File: src/rtl/udp_tx_sched_pkg.sv
// Shared constants, FSM encoding and length helper for the UDP transmit scheduler.
package udp_tx_sched_pkg;

  localparam logic [15:0] IP_HDR_LEN      = 16'd20;
  localparam logic [15:0] UDP_HDR_LEN     = 16'd8;
  localparam logic [15:0] DEF_MAX_PAYLOAD = 16'd1472;

  typedef enum logic [2:0] {
    ST_IDLE       = 3'd0,
    ST_ARB        = 3'd1,
    ST_TRIG       = 3'd2,
    ST_WAIT_START = 3'd3,
    ST_WAIT_END   = 3'd4,
    ST_GAP        = 3'd5
  } state_t;

  function automatic logic [15:0] clamp_len(input logic [15:0] len, input logic [15:0] cap);
    if (len > cap) begin
      return cap;
    end else begin
      return len;
    end
  endfunction

endpackage

File: src/rtl/udp_tx_sched_if.sv
// Requester and transmit-engine bundle seen by the scheduler (master) and its environment (slave).
interface udp_tx_sched_if #(
  parameter int N_REQ = 4
);
  logic [N_REQ-1:0]    req;
  logic [16*N_REQ-1:0] req_len;
  logic [N_REQ-1:0]    grant;
  logic [N_REQ-1:0]    done;
  logic [N_REQ-1:0]    err;
  logic                send_trigger;
  logic [15:0]         tx_data_length;
  logic [15:0]         tx_total_length;
  logic [10:0]         ram_base;
  logic                e_txen;
  logic                busy;

  modport master (
    input  req, req_len, e_txen,
    output grant, done, err, send_trigger, tx_data_length, tx_total_length, ram_base, busy
  );

  modport slave (
    output req, req_len, e_txen,
    input  grant, done, err, send_trigger, tx_data_length, tx_total_length, ram_base, busy
  );
endinterface

File: src/rtl/udp_tx_sched_rr_arbiter.sv
// Combinational round-robin pick: first asserted request at or after ptr, wrapping at N_REQ.
module udp_tx_sched_rr_arbiter #(
  parameter int N_REQ = 4,
  parameter int IDX_W = 2
) (
  input  logic [N_REQ-1:0] req,
  input  logic [IDX_W-1:0] ptr,
  output logic [N_REQ-1:0] gnt,
  output logic [IDX_W-1:0] idx,
  output logic             valid
);

  logic hit_s;

  function automatic logic [IDX_W-1:0] wrap_add(input logic [IDX_W-1:0] base, input int off);
    int s;
    s = int'(base) + off;
    if (s >= N_REQ) begin
      s = s - N_REQ;
    end else begin
      s = s + 0;
    end
    return IDX_W'(s);
  endfunction

  // Scan from farthest to nearest so the candidate closest to ptr overwrites the rest.
  always_comb begin
    gnt   = '0;
    idx   = '0;
    valid = 1'b0;
    hit_s = 1'b0;
    for (int i = N_REQ - 1; i >= 0; i--) begin
      hit_s = req[wrap_add(ptr, i)];
      idx   = hit_s ? wrap_add(ptr, i) : idx;
      valid = valid | hit_s;
    end
    gnt[idx] = valid;
  end

endmodule

File: src/rtl/udp_tx_sched.sv
// Round-robin owner of the single UDP/IP transmit engine: arbitration, length/base latching,
// start timeout, inter-frame gap and done/err reporting back to the requesters.
module udp_tx_sched
  import udp_tx_sched_pkg::*;
#(
  parameter int N_REQ       = 4,
  parameter int BUF_WORDS   = 128,
  parameter int IFG_CYCLES  = 12,
  parameter int START_TO    = 64,
  parameter int MAX_PAYLOAD = int'(DEF_MAX_PAYLOAD)
) (
  input logic            e_rxc,
  input logic            reset,
  udp_tx_sched_if.master bus
);

  localparam int          IDX_W      = (N_REQ > 1) ? $clog2(N_REQ) : 1;
  localparam logic [15:0] LEN_CAP    = 16'(MAX_PAYLOAD);
  localparam logic [7:0]  START_LAST = 8'(START_TO - 1);
  localparam logic [7:0]  IFG_LAST   = 8'(IFG_CYCLES - 1);

  state_t           state_r, state_nx;
  logic [IDX_W-1:0] ptr_r;
  logic [7:0]       cnt_r;

  logic [N_REQ-1:0] win_gnt_s;
  logic [IDX_W-1:0] win_idx_s;
  logic             win_valid_s;
  logic [15:0]      win_raw_s;
  logic [15:0]      win_len_s;
  logic             load_s;

  logic [N_REQ-1:0] grant_r, done_r, err_r;
  logic [N_REQ-1:0] grant_nx, done_nx, err_nx;
  logic             trig_r, trig_nx, busy_r;
  logic [15:0]      data_len_r, total_len_r;
  logic [10:0]      base_r;

  udp_tx_sched_rr_arbiter #(
    .N_REQ (N_REQ),
    .IDX_W (IDX_W)
  ) u_arb (
    .req   (bus.req),
    .ptr   (ptr_r),
    .gnt   (win_gnt_s),
    .idx   (win_idx_s),
    .valid (win_valid_s)
  );

  // Mux the winner's requested length out of the packed bus and clamp it.
  always_comb begin
    win_raw_s = 16'd0;
    for (int i = 0; i < N_REQ; i++) begin
      win_raw_s = win_raw_s | (bus.req_len[16*i +: 16] & {16{win_gnt_s[i]}});
    end
    win_len_s = clamp_len(win_raw_s, LEN_CAP);
  end

  // State, round-robin pointer and the shared timeout/gap counter.
  always_ff @(posedge e_rxc or posedge reset) begin
    if (reset) begin
      state_r <= ST_IDLE;
      ptr_r   <= '0;
      cnt_r   <= 8'd0;
    end else begin
      state_r <= state_nx;
      if (load_s) begin
        ptr_r <= (win_idx_s == IDX_W'(N_REQ - 1)) ? '0 : win_idx_s + IDX_W'(1);
      end
      if (state_nx != state_r) begin
        cnt_r <= 8'd0;
      end else if (state_r == ST_WAIT_START || state_r == ST_GAP) begin
        cnt_r <= cnt_r + 8'd1;
      end
    end
  end

  // Next-state decode; IDLE also waits out a frame still on the wire after reset.
  always_comb begin
    state_nx = state_r;
    case (state_r)
      ST_IDLE: begin
        if ((|bus.req) && !bus.e_txen) begin
          state_nx = ST_ARB;
        end else begin
          state_nx = ST_IDLE;
        end
      end
      ST_ARB: begin
        if (win_valid_s && (win_len_s != 16'd0)) begin
          state_nx = ST_TRIG;
        end else begin
          state_nx = ST_IDLE;
        end
      end
      ST_TRIG: state_nx = ST_WAIT_START;
      ST_WAIT_START: begin
        if (bus.e_txen) begin
          state_nx = ST_WAIT_END;
        end else if (cnt_r == START_LAST) begin
          state_nx = ST_GAP;
        end else begin
          state_nx = ST_WAIT_START;
        end
      end
      ST_WAIT_END: begin
        if (!bus.e_txen) begin
          state_nx = ST_GAP;
        end else begin
          state_nx = ST_WAIT_END;
        end
      end
      ST_GAP: begin
        if (cnt_r == IFG_LAST) begin
          state_nx = ST_IDLE;
        end else begin
          state_nx = ST_GAP;
        end
      end
      default: state_nx = ST_IDLE;
    endcase
  end

  // Output decode: next values of grant and the single-cycle pulses.
  always_comb begin
    grant_nx = grant_r;
    done_nx  = '0;
    err_nx   = '0;
    trig_nx  = 1'b0;
    load_s   = 1'b0;
    case (state_r)
      ST_ARB: begin
        load_s = win_valid_s;
        if (win_valid_s && (win_len_s == 16'd0)) begin
          err_nx   = win_gnt_s;
          grant_nx = '0;
        end else begin
          grant_nx = win_gnt_s;
        end
      end
      ST_TRIG: trig_nx = 1'b1;
      ST_WAIT_START: begin
        if (!bus.e_txen && (cnt_r == START_LAST)) begin
          err_nx   = grant_r;
          grant_nx = '0;
        end else begin
          grant_nx = grant_r;
        end
      end
      ST_WAIT_END: begin
        if (!bus.e_txen) begin
          done_nx  = grant_r;
          grant_nx = '0;
        end else begin
          grant_nx = grant_r;
        end
      end
      ST_IDLE, ST_GAP: grant_nx = '0;
      default:         grant_nx = '0;
    endcase
  end

  // Registered outputs; frame parameters only change on an ARB exit.
  always_ff @(posedge e_rxc or posedge reset) begin
    if (reset) begin
      grant_r     <= '0;
      done_r      <= '0;
      err_r       <= '0;
      trig_r      <= 1'b0;
      busy_r      <= 1'b0;
      data_len_r  <= 16'd0;
      total_len_r <= 16'd0;
      base_r      <= 11'd0;
    end else begin
      grant_r <= grant_nx;
      done_r  <= done_nx;
      err_r   <= err_nx;
      trig_r  <= trig_nx;
      busy_r  <= (state_nx != ST_IDLE);
      if (load_s) begin
        data_len_r  <= win_len_s + UDP_HDR_LEN;
        total_len_r <= win_len_s + UDP_HDR_LEN + IP_HDR_LEN;
        base_r      <= 11'(int'(win_idx_s) * BUF_WORDS);
      end
    end
  end

  assign bus.grant           = grant_r;
  assign bus.done            = done_r;
  assign bus.err             = err_r;
  assign bus.send_trigger    = trig_r;
  assign bus.busy            = busy_r;
  assign bus.tx_data_length  = data_len_r;
  assign bus.tx_total_length = total_len_r;
  assign bus.ram_base        = base_r;

endmodule

File: src/flat_wrapper.sv
// flat-port wrapper written by rule: the top's interface ports become plain ports
module udp_tx_sched_flat import udp_tx_sched_pkg::*;
#(
  parameter int N_REQ       = 4,
  parameter int BUF_WORDS   = 128,
  parameter int IFG_CYCLES  = 12,
  parameter int START_TO    = 64,
  parameter int MAX_PAYLOAD = int'(DEF_MAX_PAYLOAD)
)
  (e_rxc, reset, bus_req, bus_req_len, bus_e_txen, bus_grant, bus_done, bus_err, bus_send_trigger, bus_tx_data_length, bus_tx_total_length, bus_ram_base, bus_busy);
  udp_tx_sched_if #(.N_REQ(N_REQ)) bus_i ();
  input logic e_rxc;
  input logic reset;
  input wire logic [$bits(bus_i.req)-1:0] bus_req;
  input wire logic [$bits(bus_i.req_len)-1:0] bus_req_len;
  input wire logic [$bits(bus_i.e_txen)-1:0] bus_e_txen;
  output wire logic [$bits(bus_i.grant)-1:0] bus_grant;
  output wire logic [$bits(bus_i.done)-1:0] bus_done;
  output wire logic [$bits(bus_i.err)-1:0] bus_err;
  output wire logic [$bits(bus_i.send_trigger)-1:0] bus_send_trigger;
  output wire logic [$bits(bus_i.tx_data_length)-1:0] bus_tx_data_length;
  output wire logic [$bits(bus_i.tx_total_length)-1:0] bus_tx_total_length;
  output wire logic [$bits(bus_i.ram_base)-1:0] bus_ram_base;
  output wire logic [$bits(bus_i.busy)-1:0] bus_busy;
  assign bus_i.req = bus_req;
  assign bus_i.req_len = bus_req_len;
  assign bus_i.e_txen = bus_e_txen;
  assign bus_grant = bus_i.grant;
  assign bus_done = bus_i.done;
  assign bus_err = bus_i.err;
  assign bus_send_trigger = bus_i.send_trigger;
  assign bus_tx_data_length = bus_i.tx_data_length;
  assign bus_tx_total_length = bus_i.tx_total_length;
  assign bus_ram_base = bus_i.ram_base;
  assign bus_busy = bus_i.busy;
  udp_tx_sched #(.N_REQ(N_REQ), .BUF_WORDS(BUF_WORDS), .IFG_CYCLES(IFG_CYCLES), .START_TO(START_TO), .MAX_PAYLOAD(MAX_PAYLOAD)) u_core (.e_rxc(e_rxc), .reset(reset), .bus(bus_i));
endmodule
File: config.mk
export PLATFORM = sky130hd
export DESIGN_NAME = udp_tx_sched_flat
export DESIGN_NICKNAME = d
export VERILOG_FILES = /design/src/rtl/udp_tx_sched_pkg.sv /design/src/rtl/udp_tx_sched_if.sv /design/src/rtl/udp_tx_sched_rr_arbiter.sv /design/src/rtl/udp_tx_sched.sv /design/src/flat_wrapper.sv
export SDC_FILE = /design/constraint.sdc
export NUM_CORES = 1
export LEC_CHECK = 0
export ABC_AREA = 1
export BUFFER_PORTS_ARGS = -buffer_cell sky130_fd_sc_hd__buf_4
export CAP_MARGIN = 20
export CELL_PAD_IN_SITES_DETAIL_PLACEMENT = 1
export CELL_PAD_IN_SITES_GLOBAL_PLACEMENT = 1
export CORE_AREA = 2 2 105 107
export DETAILED_ROUTE_END_ITERATION = 8
export DIE_AREA = 0 0 107 109
export PLACE_DENSITY = 0.88
export RECOVER_POWER = 25
export SLEW_MARGIN = 20
export SYNTH_ARGS = -nofsm -noshare
export SYNTH_HDL_FRONTEND = slang
export SYNTH_SLANG_ARGS = --single-unit
File: constraint.sdc
create_clock -name e_rxc -period 9.64 [get_ports e_rxc]
set_input_delay 0.482 -clock e_rxc [delete_from_list [all_inputs] [get_ports e_rxc]]
set_output_delay 0.482 -clock e_rxc [all_outputs]
set_load 0.05 [all_outputs]
Word-level counts from Yosys, hierarchy flattened --
Cells that the tools add are included.
Storage, ports and cells: bits in registers 61, input port bits 71, output and inout port bits 57, word-level logic and storage cells 110
Operators by class: add/subtract/negate cells 11, magnitude comparators 11, eq/ne operators 11, multiplexer cells 40, bitwise gates (word level) 12, reduce and logical (&&, ||, !) cells 14
Operators by type and width (count):
- bitwise AND 16 bit | 4
- bitwise OR 16 bit | 3
- two-way mux 4 bit | 7
- two-way mux 2 bit | 10
- one-hot mux 3 bit (6 select lines) | 1
- adder 16 x 4 -> 16 bit, second input constant | 1
- adder 16 x 5 -> 16 bit, second input constant | 1
- greater-than comparator 16 x 11 -> 1 bit, second input constant | 1
- logical NOT 16 bit | 1
- two-way mux 16 bit | 1
- two-way mux 8 bit | 2
- one-hot mux 4 bit (4 select lines) | 1
- nonzero test 16 bit | 1
- less-than comparator 2 x 3 -> 1 bit, second input constant | 5
- >= comparator 3 bit, second input constant | 3
- two-way mux 1 bit | 9
- two-way mux 3 bit | 3
- adder 8 x 1 -> 8 bit, second input constant | 1
- binary-select mux 1 bit (select 2 bit) | 4
- equality test 8 x 4 -> 1 bit, second input constant | 1
- equality test 8 x 6 -> 1 bit, second input constant | 1
- one-hot mux 4 bit (2 select lines) | 1
- subtractor 2 x 1 -> 2 bit, second input constant | 4
- adder 2 x 2 -> 3 bit, second input constant | 2
- other kinds (22) | 31

Depth between registers and ports, before layout --
Gate-level depths: netlist of the first run.
depth in word-level cells 26, gate-level depth with buffers 37, gate-level depth less buffers 34

Cells and area by module --
A second synthesis of the first run with hierarchy kept.
Second synthesis, totals: cells, all modules 530, area total of the unflattened synthesis 3789.9 µm²
Modules (own cells, without submodules):
- udp_tx_sched | times used 1, cells an instance 475, area an instance 3548.4 µm², seq. area each 1476.4 µm²
- udp_tx_sched_rr_arbiter | times used 1, cells an instance 55, area an instance 241.5 µm², seq. area each 0.0 µm²

Worst setup path before layout of the first run --
No wires, ideal clock.
path type reg2reg, start point reg u_core.ptr_r[0], end point reg u_core.total_len_r[9] (netlist: u_core.bus.tx_total_length[9]), setup time 118 ps, data arrival time 3906 ps, data required time 9522 ps, slack 5617 ps, stages on the path, launching flop included 33, path buffers 4, period minus slack after synthesis 4023 ps, cells stage by stage dfrtp_1 > clkbuf_1 > o21ai_0 > nor2_1 > inv_1 > o21ai_0 > nor2_1 > a21oi_1 > nand2_1 > o21a_1 > inv_1 > ha_1 > clkbuf_1 > buf_2 > nand3_1 > nand2_1 > inv_2 > nand2_1 > nor2_1 > nand3_1 > nand3_2 > nand2_4 > buf_6 > nand2_1 > inv_1 > ha_1 > inv_1 > o311ai_1 > nand2_2 > nor2_2 > nand3_1 > nand3_1 > nand2_1
Between the ends: word-level cells in the longest chain between the ends 22, elaborated cells on any way between the ends 48, classes of those cells 9 x add/sub; 7 x order compare; 20 x mux; 11 x bitwise; 1 x reduce/logical
Ends and longest elaborated chain:
- start: declaration | line udp_tx_sched.sv:23 | logic [IDX_W-1:0] ptr_r;
- start signal: assignment | line udp_tx_sched.sv:68 | ptr_r <= (win_idx_s == IDX_W'(N_REQ - 1)) ? '0 : win_idx_s + IDX_W'(1);
- adder 2 x 2 -> 3 bit | line udp_tx_sched_rr_arbiter.sv:17 | s = int'(base) + off;
- >= comparator 3 bit or subtractor 2 x 1 -> 2 bit (tied branches) | line udp_tx_sched_rr_arbiter.sv:18, udp_tx_sched_rr_arbiter.sv:19
- two-way mux 2 bit | line udp_tx_sched_rr_arbiter.sv:18 | if (s >= N_REQ) begin
- binary-select mux 1 bit (select 2 bit) | line udp_tx_sched_rr_arbiter.sv:33 | hit_s = req[wrap_add(ptr, i)];
- two-way mux 1 bit (implied by the code) | line udp_tx_sched_rr_arbiter.sv:33
- two-way mux 2 bit (3 in series) | line udp_tx_sched_rr_arbiter.sv:34 | idx = hit_s ? wrap_add(ptr, i) : idx;
- two-way mux 2 bit (*) | line udp_tx_sched_rr_arbiter.sv:34
- named net u_core.u_arb.idx[0] | line udp_tx_sched_rr_arbiter.sv:9 | output logic [IDX_W-1:0] idx,
- [4 not listed]
- bitwise AND 4 bit (no line) (*)
- bitwise AND 16 bit | line udp_tx_sched.sv:54 | win_raw_s = win_raw_s | (bus.req_len[16*i +: 16] & {16{win_gnt_s[i]}});
- bitwise OR 16 bit (2 in series) | line udp_tx_sched.sv:54
- bitwise OR 16 bit (*) | line udp_tx_sched.sv:54
- greater-than comparator 16 x 11 -> 1 bit | line udp_tx_sched_pkg.sv:18 | if (len > cap) begin
- two-way mux 16 bit (*) | line udp_tx_sched_pkg.sv:18
- adder 16 x 4 -> 16 bit (*) | line udp_tx_sched.sv:182 | total_len_r <= win_len_s + UDP_HDR_LEN + IP_HDR_LEN;
- adder 16 x 5 -> 16 bit (*) | line udp_tx_sched.sv:182
- end signal: assignment | line udp_tx_sched.sv:182
- end: declaration | line udp_tx_sched.sv:36 | logic [15:0] data_len_r, total_len_r;
Mark *: on every way through the listed nets, which the timed path passes. The rest lies on a longest branch. The select of a mux whose other input is x is not followed. A chain may end at the register's enable or synchronous reset.

Final worst setup path of the first run --
Ends and elaborated chain as after synthesis.

==> flow_summary_export.csv, run 1 <==
group,metric,value,unit
clock_network,clockBufferDepth,2,
floorplanning,ios,128,
sta,finalHoldViolations,0,
synth,synth_area_leaders,"dfrtp_1 (38%), nand2_1 (12%), nand3_1 (9.6%)",
setup_path,cp-start-kind,"register",
synth,synth_top_family_by_area,"simple AND/OR/NAND/NOR gates",
final_layout,n_antenna_cell,0,
global_routing,grt_pass1_vias,4234,
floorplanning,die_x,107,µm
clock_network,cts_sinks,59,
pwr,power.density,399.9,mW/mm²
setup_path,path_class,"reg -> reg",
final_layout,final_nets,734,
clock_network,htree_levels,3,
routing,ant_nets,0,
routing,drc,0,
synth,yosysMostFrequentCell,"nand2_1",
global_routing,overflow,0,
synth,post_synth.cell_area_avg,7.115,µm²
setup_path,required,9.87,ns
place,place.gp.congestion,0.8687,
sta,fmax,207.7,MHz
clock_network,cts_root_buf,"clkbuf_8",
sta,period_minus_slack,4.815,ns
floorplanning,dieArea,0.01166,mm²
sta,period_share,49.95,%
setup_path,critPathMaxStageDelay,0.60,ns
synth,yosysTopAreaCell,"dfrtp_1",
floorplanning,initial_core_util,36.57,%
global_routing,grt_usage,22.05,%
final_layout,n_fill_cell,1413,
setup_path,slowest_stage,"ha_1",
routing,drtIter0Drc,171,
synth,netlist_instances,545,
status,violations,"max-capacitance violations, max-slew violations",
floorplanning,die_h,109,µm
clock_network,insertion_delay,0.34,ns
synth,yosys.cell_types.count,39,
min_path,hold_class,"reg -> reg",
clock_network,post-cts-setup-buffers,0,
setup_path,worst_path_most_repeated_cell,"nor2_1",
global_routing,grt_start_max_net_pins,62,
synth,synth_edf_count,0,
sta,slew_headroom,-116.7,%
synth,synthTopCellsByCount,"nand2_1 (127), nand3_1 (74), inv_1 (67)",
synth,async_flop_share,100.0,%
synth,netlist_area,0.003877,mm²
clock_network,cts_tree,"built",
clock_network,clkTransAtPathRegs,0.07,ns
sta,tns,0,ns
clock_network,cts_buffers,9,
synth,synth-simple-area-share,35.88,%
clock_network,hold_buffers,0,
synth,synth_xor_area_share,2.033,%
clock_network,cts_resized,0,
routing,wl_per_cell,15.48,µm
floorplanning,core.rowCount,38,
sta,finalSetupViolations,0,
place,hpwl,9642,µm
synth,synth_warnings,0,
pwr,vdd_drop_max,0.1408,mV
final_layout,drive_above_1_share,25.84,%
run,maxCapViolations,1,
synth,dominantRegCellSynth,"dfrtp_1",
routing,totalWireLength,12360,µm
place,numPortBuffers,118,
global_routing,antenna_found_initial,0,
routing,firstDrtPassIters,4,
routing,vias_per_cell,4.970,
synth,synth_top_area_share,38.08,%
floorplanning,design.core.area,0.01060,mm²
routing,vias,3966,
final_layout,synthToLayoutAreaGrowth,27.65,%
synth,synth_compound_area_share,8.228,%
synth,ys_seq_area_share,38.08,%
synth,synth_seq_cells,59,
pwr,p_leak,2.601,nW
status,outcome,"finished, violations left",
setup_path,cp.arrival,5.05,ns
sta,holdWs,0.4890,ns
synth,synthMuxAreaShare,0,%
setup_path,endpoint_kind,"register",
synth,synth-adder-area-share,2.904,%
sta,rsz0062_at_grt,"no",
setup_path,cp_max_fo,15,
global_routing,grt_pass1_wl,20290,µm
sta,worst_slew_pin_slew,3.251,ns
sta,maxSlewViolCount,60,
sta,fin_worst_skew,0.01002,ns
where the power goes:
| group | switching, W | internal, W | total (W) |
|---|---|---|---|
| sequential | 0.0000497 | 0.000311 | 0.000361 |
| clock | 0.000100 | 0.000113 | 0.000214 |
| combinational | 0.000996 | 0.000409 | 0.00140 |
| total | 0.00115 | 0.000834 | 0.00198 |
per-layer routing:
metal  vias to the layer above  share of wire [%]  GRT usage (%)
li1                       1933                  -              -
met5                         -                  0              0
met4                         0                2.2          8.998
met1                      1900                 42          26.10
met2                       113                 51          39.81
met3                        20                4.5          3.586
flip-flops by register name, summed over array words and instances, names as in the netlist:
register / cells
u_core.bus.err: 4
u_core.bus.ram_base: 2
u_core.bus.tx_total_length: 14
u_core.bus.busy: 1
u_core.bus.grant: 4
u_core.bus.done: 4
u_core.state_r: 3
u_core.ptr_r: 2
u_core.bus.tx_data_length: 16
u_core.cnt_r: 8
u_core.bus.send_trigger: 1
area by class of cell:
| class | count | area (µm²) | area share [%] |
|---|---|---|---|
| clock buffers | 14 | 172.7 | 3.488 |
| multi-input cells | 388 | 1936 | 39.11 |
| inverters | 76 | 285.3 | 5.763 |
| flip-flops and latches | 59 | 1476 | 29.83 |
| well taps | 140 | 175.2 | 3.539 |
| clock inverters | 1 | 7.507 | 0.1517 |
| repair buffers | 120 | 897.1 | 18.12 |
per-stage QoR:
stage          area (µm²)  power, W  utilization (%)  worst slack [ns]  instances
4_1_cts              4954  0.001991            46.72             4.810        798
2_1_floorplan        3908  0.001410                -             5.617        553
3_5_place_dp         4773  0.001766            45.02             4.758        783
5_1_grt              4950  0.002166            46.68             4.312        798
6_report             4950  0.001979            46.68             4.825        798
3_3_place_gp         4773  0.001708            45.02             5.137        783
kinds of logic (layout without fill, tap and decap cells):
kind of cell,after synthesis,count (layout)
xor+xnor,9,9
fa+ha+maj,9,9
other cells,1,9
flops,59,59
buf+inv,106,211
compound gates,56,56
simple gates,305,305
worst paths after layout:
path	endpoint	depth (start not counted)	start	slack [ns]
max	u_core.bus.tx_total_length[9]	27	u_core.ptr_r[0]	4.82
min	u_core.bus.tx_data_length[8]	2	u_core.bus.tx_data_length[8]	0.49
max reg2reg	u_core.bus.tx_total_length[9]	27	u_core.ptr_r[0]	4.82
min reg2reg	u_core.bus.tx_data_length[8]	2	u_core.bus.tx_data_length[8]	0.49
max in group asynchronous	u_core.bus.send_trigger	3	reset	6.41
min in group asynchronous	u_core.bus.tx_data_length[14]	3	reset	1.40
critical path, delay by kind of cell (launching register included):
family                   cells  cell delay (ns)
adder cells (fa/ha/maj)      2             0.82
AND/OR/NAND/NOR             16             1.84
flip-flops                   1             0.50
buffers and inverters        4             0.35
AO/OA/AOI/OAI                5             1.20
cells in the final DEF, fill, tap and decap left out, types with 7 or more instances in the layout:
cell type / instances
o21ai_1: 7
conb_1: 9
a21oi_1: 7
buf_4: 118
ha_1: 9
inv_2: 8
dfrtp_1: 59
nand4_1: 8
nand2_1: 127
clkbuf_8: 12
inv_1: 67
nor2_1: 57
o21ai_0: 29
nor2_2: 10
nand3_1: 74
nand2_2: 7
(Power assumes the default switching activity.)
==> inputs of run 2 (changes only) <==
Settings changed: CORE_AREA 2 2 105 107 to 2 2 107 109, DIE_AREA 0 0 107 109 to 0 0 109 111, PLACE_DENSITY 0.88 to 0.85.
Clock period 9.64 ns to 5 ns, I/O delays scaled along.
==> flow_summary_export.csv, run 2 (synthesis gave the netlist of run 1 again) <==
group,metric,value,unit
status,outcome,"finished, violations left",
status,violations,"max-capacitance violations, max-slew violations",
clock_network,cts_root_buf,"clkbuf_16",
sta,period_share,91.60,%
global_routing,grt_pass1_vias,4325,
routing,wl_per_cell,16.01,µm
run,maxCapViolations,1,
pwr,vdd_drop_max,0.2938,mV
setup_path,cp.arrival,4.79,ns
global_routing,overflow,0,
setup_path,worst_path_most_repeated_cell,"nand2_1",
sta,worst_slew_pin_slew,3.201,ns
setup_path,slowest_stage,"dfrtp_2",
global_routing,antenna_found_initial,0,
clock_network,clkTransAtPathRegs,0.05,ns
final_layout,largest_register_ffs,16,
sta,maxSlewViolCount,60,
clock_network,cts_tree,"built",
place,hpwl,9729,µm
clock_network,cts_buffers,9,
routing,totalWireLength,12870,µm
min_path,min_path_cells,4,
setup_path,endpoint_kind,"register",
final_layout,n_antenna_cell,0,
final_layout,final_nets,736,
setup_path,required,5.21,ns
final_layout,synthToLayoutAreaGrowth,33.40,%
setup_path,crit_path_start,"u_core.ptr_r[0]",
final_layout,n_fill_cell,1419,
final_layout,seq_area,0.001478,mm²
floorplanning,initial_core_util,35.01,%
setup_path,path_class,"reg -> reg",
clock_network,insertion_delay,0.34,ns
sta,fin_worst_skew,0.01197,ns
setup_path,crit_buf_inv,5,
floorplanning,ios,128,
final_layout,final_util,46.70,%
setup_path,path_delay_family,"simple AND/OR/NAND/NOR gates",
sta,finalHoldViolations,0,
global_routing,grt_pass1_wl,20290,µm
setup_path,r2r_cells,27,
floorplanning,design.core.area,0.01108,mm²
place,dp.cells,786,
pwr,p_leak,2.683,nW
floorplanning,die_x,109,µm
routing,drtIter0Drc,160,
routing,ant_nets,0,
setup_path,cp_max_fo,15,
sta,period_minus_slack,4.580,ns
routing,vias,3983,
min_path,hp-start,"bus_e_txen",
min_path,hold_class,"in -> reg",
sta,finalSetupViolations,0,
setup_path,critPathMaxStageDelay,0.48,ns
setup_path,timing.rr.start,"u_core.ptr_r[0]",
setup_path,r2r_end,"u_core.bus.tx_total_length[9]",
pwr,finalPower,0.004247,W
sta,finalWorstSetupSlack,0.4200,ns
global_routing,grt_usage,21.45,%
sta,fmax,218.3,MHz
place,dp_slack,0.2364,ns
clock_network,clockBufferDepth,2,
pwr,power.density,821.1,mW/mm²
floorplanning,die_h,111,µm
routing,vias_per_cell,4.954,
final_layout,final_cells,804,
final_layout,multi_input_area,0.001998,mm²
floorplanning,core.rowCount,39,
routing,drc,0,
floorplanning,dieArea,0.01210,mm²
routing,firstDrtPassIters,5,
setup_path,cp-start-kind,"register",
final_layout,layout_common_cells,"nand2_1 (127), buf_4 (120), nand3_1 (74), inv_1 (67), dfrtp_1 (58)",
clock_network,htree_levels,3,
place,place.gp.congestion,0.8779,
place,numPortBuffers,118,
clock_network,cts_sinks,59,
global_routing,grt_start_max_net_pins,62,
sta,slew_headroom,-113.4,%
sta,holdWs,0.2937,ns
setup_path,ff2ff_setup_slack,0.42,ns
final_layout,layout_commonest_cell,"nand2_1",
final_layout,drive_above_1_share,27.69,%
min_path,hold_end,"u_core.bus.done[2]",
-- run 2: cell types whose count changed in the layout (fill, tap and decap cells not counted), sizes merged --
cell / previous run / this run
clkinv: 1 / 3
clkbuf: 16 / 14
clkinvlp: 1 / 0
bufinv: 0 / 2
buf: 118 / 120
-- run 2: area by class of cell --
| class | count | area share, % |
|---|---|---|
| multi-input combinational | 388 | 38.63 |
| sequential | 59 | 28.57 |
| timing repair buffer | 122 | 17.63 |
| inverter | 76 | 5.515 |
| clock buffer | 12 | 4.765 |
| tap | 143 | 3.459 |
| clock inverter | 4 | 1.427 |
-- run 2: worst max path at each step --
| stage | endpoint | slack [ns] | cells past startpoint |
|---|---|---|---|
| global route | u_core.bus.tx_total_length[9] | -0.03 | 27 |
| global placement | u_core.bus.tx_total_length[9] | 0.61 | 27 |
| detailed placement | u_core.bus.tx_total_length[9] | 0.24 | 29 |
| CTS | u_core.bus.tx_total_length[9] | 0.20 | 29 |
| floorplan | u_core.bus.tx_total_length[9] | 0.98 | 32 |
| finish | u_core.bus.tx_total_length[9] | 0.42 | 27 |
-- run 2: timing repair --
item,in CTS,in global routing
hold buffers,0,0
buffers inserted,0,2
endpoints found under the setup margin,0,14
resized for setup,0,14
-- run 2: per-stage QoR --
stage,instance area (µm²),setup TNS (ns)
final,5172,0
after global routing,5172,-0.02832
after CTS,5097,0
after detailed placement,4777,0
after global placement,4777,0
after floorplan,3908,0
-- run 2: routing by layer --
layer  part of all wire, %  vias to the layer above  GRT usage [%]
li1                      -                     1939              -
met1                    42                     1903          24.85
met2                    51                      118          37.85
met3                   4.7                       23          4.115
met4                   2.4                        0          9.060
met5                     0                        -              0
-- run 2: power by group --
group | total, W | leakage (nW) | internal (W) | switching (W)
sequential | 0.000698 | 0.771 | 0.000602 | 0.0000955
combinational | 0.00288 | 1.75 | 0.000871 | 0.00201
clock | 0.000666 | 0.157 | 0.000449 | 0.000216
-- run 2: worst min-delay path: stages --
cell and delay, ns:
buf_4 0.11, nor2_1 0.06, inv_1 0.12, nor2_1 0.05
